## src/rtl/gmii_rx_fifo.sv

```systemverilog
// Synchronous show-ahead byte FIFO; the head byte is visible on rd_data while not empty.
module gmii_rx_fifo #(
   parameter int unsigned FIFO_DEPTH = 16
) (
   input  logic                          RX_CLK,
   input  logic                          mr_main_reset,
   input  logic                          wr_en,
   input  logic [7:0]                    wr_data,
   input  logic                          rd_en,
   output logic [7:0]                    rd_data,
   output logic                          full,
   output logic                          empty,
   output logic [$clog2(FIFO_DEPTH):0]   count
);

   localparam int unsigned AW = $clog2(FIFO_DEPTH);

   logic [7:0]    mem [FIFO_DEPTH];
   logic [AW-1:0] wr_ptr;
   logic [AW-1:0] rd_ptr;
   logic          do_rd;
   logic          do_wr;

   assign empty   = (count == '0);
   assign full    = (count == (AW + 1)'(FIFO_DEPTH));
   assign do_rd   = rd_en && !empty;
   // A write into a full FIFO is still accepted when the head is popped in the same cycle.
   assign do_wr   = wr_en && (!full || do_rd);
   assign rd_data = empty ? 8'h00 : mem[rd_ptr];

   always_ff @(posedge RX_CLK) begin
      if (mr_main_reset && do_wr) begin
         mem[wr_ptr] <= wr_data;
      end
   end

   always_ff @(posedge RX_CLK) begin
      if (!mr_main_reset) begin
         wr_ptr <= '0;
         rd_ptr <= '0;
         count  <= '0;
      end else begin
         if (do_wr) wr_ptr <= wr_ptr + 1'b1;
         if (do_rd) rd_ptr <= rd_ptr + 1'b1;
         case ({do_wr, do_rd})
            2'b10:   count <= count + 1'b1;
            2'b01:   count <= count - 1'b1;
            default: count <= count;
         endcase
      end
   end

endmodule

```

## config.mk

```make
export PLATFORM = sky130hd
export DESIGN_NAME = gmii_rx_fifo
export DESIGN_NICKNAME = d
export VERILOG_FILES = /design/src/rtl/gmii_rx_fifo.sv
export SDC_FILE = /design/constraint.sdc
export NUM_CORES = 1
export LEC_CHECK = 0
export ABC_AREA = 0
export CAP_MARGIN = 20
export CORE_MARGIN = 5
export CORE_UTILIZATION = 54
export CTS_CLUSTER_DIAMETER = 50
export DETAILED_ROUTE_END_ITERATION = 16
export GPL_TIMING_DRIVEN = 1
export PLACE_DENSITY = 0.72
export SYNTH_ARGS = -nofsm -noshare
export SYNTH_HDL_FRONTEND = slang
export SYNTH_SLANG_ARGS = --single-unit
```

## constraint.sdc

```tcl
create_clock -name RX_CLK -period 3.8 [get_ports RX_CLK]
set_clock_uncertainty 0.05 [all_clocks]
set_input_delay 0.38 -clock RX_CLK [delete_from_list [all_inputs] [get_ports RX_CLK]]
set_output_delay 0.38 -clock RX_CLK [all_outputs]
set_load 0.01 [all_outputs]
```

==> results_dict.tcl, run 1 <==
set metrics [dict create \
    setup.worst_path.end_class "output port" \
    area_growth_pct 17.1 \
    area_fraction_in_compound_gates_after_synthesis_pct 4.68 \
    wire_per_inst_um 21.5 \
    dieWidth_um 115 \
    holdBufCountCts 0 \
    worst_hold_path_type "reg -> reg" \
    cts.htree.levels 4 \
    critical_path_buf_inv_count 2 \
    crit_required_ns 3.37 \
    grt_util_met2_pct 30.9 \
    synth.yosys.warnings 0 \
    fill_cells 748 \
    regToRegEndpoint "count[4]$_SDFFE_PN0P_" \
    net_switching_component_of_the_power_mw 1.22 \
    slowest_stage "clkdlybuf4s50_1" \
    ios 27 \
    synth_top_family_by_area "multiplexers" \
    synth_edf_count 128 \
    powerDensity_nw_per_um2 634 \
    synth_fa_ha_area_share_pct 2.01 \
    critical_path.most_common_cell "a211oi_1" \
    grtUsageMet1_pct 25.1 \
    cts_setup_buffers 0 \
    run_status "completed" \
    internal_power_mw 3.23 \
    maximum_operating_frequency_mhz 301 \
    synth_nets 355 \
    clock_sinks 145 \
    grt_remaining_overflow 0 \
    power.share.sequential_pct 41.6 \
    layout_worst_path_cycle_share_pct 87.4 \
    cts_resized 0 \
    worstSetupStartpointType "flop" \
    maxCapViolCount 0 \
    initialDrtViolationCount 252 \
    clock_tree.root_cell "clkbuf_8" \
    place_hpwl_um 7250 \
    holdPathEnd "wr_ptr[1]$_SDFFE_PN0N_" \
    timing.critical_path.arrival_ns 2.89 \
    via_per_inst 5.88 \
    cts_inserted_buffers 17 \
    die_height_um 115 \
    slew_at_the_pin_closest_to_its_max_slew_limit_ns 0.930 \
    static-leakage-power_nw 2.25 \
    seq_area_frac_synth_pct 69.9 \
    layout.cell_area.non_filler_um2 7010 \
    yosys-mux-area-fraction_pct 14.6 \
    share_clk_of_total_power_pct 34.9 \
    remaining_drc_errors 0 \
    antenna_violations_before_repair 0 \
    worst_slew_margin_rel_pct 37.8 \
    max-vdd-ir-drop_v 0.000477 \
    area_fraction_of_the_dominant_cell_type_after_synthesis_pct 64.2 \
    hold_viol 0 \
    crit_path_cell_trace "buf_4 -> mux4_2 -> nor2b_1 -> a211oi_1 -> a211oi_1 -> clkdlybuf4s50_1" \
    netlist_top_cells_area "edfxtp_1 64%, mux4_2 12%, dfxtp_1 5.7%, mux2i_1 2.2%, a211oi_1 2.1%" \
    ff2ff_path_depth 8 \
    worstSetupPathType "reg -> out" \
    route.vias.total 3105 \
    nets 396 \
    setup_total_negative_slack_ns 0 \
    dieArea_um2 13300 \
    post_synth_and_or_nand_nor_area_fraction_pct 6.12 \
    min_path_cells 2 \
    synthDominantAreaCellType "edfxtp_1" \
    critical_path.reg2reg.startpoint "count[3]$_SDFFE_PN0P_" \
    comb_power_share_pct 23.5 \
    syn-instance-count 334 \
    rows 38 \
    path_clk_slew_ns 0.06 \
    placed_area_um2 6440 \
    share_of_post_route_cells_with_drive_strength_above_1_pct 23.2 \
    hp-start "wr_ptr[1]$_SDFFE_PN0N_" \
    sw_ratio_pct 27.4 \
    crit_path_max_fanout 10 \
    track_usage_pct 18.9 \
    drv_slew 0 \
    grt.met3_usage_pct 4.63 \
    clk-insertion-delay-late_ns 0.52 \
    grt_pass1_vias 3199 \
    async_flop_share_pct 0 \
    worst_hold_margin_ns 0.470 \
    grt_first_pass_wirelength_um 18200 \
    timing.critical_path.slowest_cell_delay_ns 0.55 \
    insertedDiodeCount 0 \
    drt-total-wl_um 11300 \
    io_buffer_count 26 \
    grt_setup_unrepaired "no" \
    tritoncts "done" \
    total_iterations_of_the_first_detailed_routing_run 4 \
    ys_types 40 \
    core_area_um2 10800 \
    finalCriticalPeriod_ns 3.32 \
    synthesized_area_fraction_occupied_by_xor_and_xnor_cells_pct 0.731 \
    grt_max_degree 33 \
    reg_to_reg_setup_timing_slack_ns 1.22 \
    post-layout-total-power_mw 4.45 \
    final-setup-viol-count 0 \
    prevailing_post_synth_register_cell "edfxtp_1" \
    critPathTopFamily "buffers and inverters" \
    antenna_left 0 \
    average_cell_area_after_synthesis_um2 17.9 \
    synth.ff_latch_count 145 \
    floorplan.initialDensity_pct 55.2 \
    clk_path_buf_depth 2 \
    grt_busiest_layer "met2" \
    post_synth_instance_area_um2 5990 \
    place_congestion 0.791 \
]
==> cell families after synthesis <==
logic type                 Yosys count
AOI/OAI and AO/OA                   33
xor gates and xnor gates             5
adders and majority gates            9
buffers and inverters               25
DFF                                145
muxes                               46
and+or+nand+nor                     71
==> power groups by stage <==
stage | clock network [mW] | registers (mW) | logic [mW]
2_1_floorplan | 0 | 1.86 | 0.696
3_3_place_gp | 0 | 1.88 | 1.02
3_5_place_dp | 0 | 1.88 | 1.05
4_1_cts | 1.57 | 1.85 | 1.05
5_1_grt | 1.66 | 1.86 | 1.12
6_report | 1.55 | 1.85 | 1.04
==> worst min-delay path, cell delays in order (launching register included) <==
cell     delay (ns)
dfxtp_1        0.35
nand2_1        0.06
o21ai_0        0.06
==> cell usage in the layout (no fill, tap or decap), drive strengths merged, types with 2 or more instances in the layout <==
cell and instances:
o211ai 2, edfxtp 128, xnor2 4, mux4 32
dfxtp 17, nand3 4, inv 10, buf 15
o21ai 5, nand2 11, nand2b 5, nand4 4
nor2 23, o21a 3, nand3b 2, clkinv 7
or4 2, and2 6, a211oi 17, clkdlybuf4s50 26
nor2b 11, a21oi 3, mux2i 14, clkbuf 21
ha 8
==> flip-flops by register name (all words and copies together), names as in the netlist, named ones only <==
name / flops
mem: 128
count: 5
rd_ptr: 4
wr_ptr: 4
==> final cells by class <==
type / count / area, µm² / share of cell area [%]
flip-flops and latches: 145 / 4190 / 59.7
multi-input cells: 164 / 1680 / 24.0
clock buffers: 21 / 503 / 7.17
repair buffers: 41 / 373 / 5.32
well taps: 140 / 175 / 2.50
clock inverters: 11 / 70.1 / 0.999
inverters: 6 / 22.5 / 0.321
==> cell usage after synthesis, drive strengths merged (4+ instances only) <==
cell type and number:
buf 12, xnor2 4, nor2 23, ha 8, edfxtp 128, nand4 4
nand2b 5, nand3 4, inv 6, mux4 32, o21ai 5, a211oi 17
mux2i 14, nor2b 11, and2 6, dfxtp 17, clkbuf 7, nand2 11
==> metal layers <==
metal  vias up  share of wire, %
li1       1406                 -
met2        93                50
met4         0               1.5
met3        18               4.9
met5         -                 0
met1      1588                43
==> stage by stage <==
stage	util, %	worst slack (ns)	cells
after floorplan	-	1.36	334
after global placement	59.4	0.898	496
after global routing	64.7	0.306	528
final	64.7	0.479	528
after CTS	64.7	0.411	528
after detailed placement	59.4	0.802	496
==> how the worst max path moves through the flow <==
stage,start,endpoint,slack (ns),cells past startpoint
detailed placement,rd_en,mem[4][6]$_DFFE_PP_,0.80,5
CTS,flop,rd_data[0],0.41,6
floorplan,count[3]$_SDFFE_PN0P_,count[4]$_SDFFE_PN0P_,1.36,9
global route,flop,rd_data[0],0.31,6
finish,flop,rd_data[0],0.48,6
global placement,rd_en,mem[12][4]$_DFFE_PP_,0.90,5
No activity file was read; power rests on OpenSTA's default activity.
==> run 2: changes to the inputs <==
--- a/config.mk
+++ b/config.mk
@@ -13,6 +13,8 @@
 export DETAILED_ROUTE_END_ITERATION = 16
 export GPL_TIMING_DRIVEN = 1
 export PLACE_DENSITY = 0.72
+export SLEW_MARGIN = 20
 export SYNTH_ARGS = -nofsm -noshare
 export SYNTH_HDL_FRONTEND = slang
 export SYNTH_SLANG_ARGS = --single-unit
+export TNS_END_PERCENT = 50
==> results of run 2 <==
Final layout, timing and power as in run 1 (identical DEF).
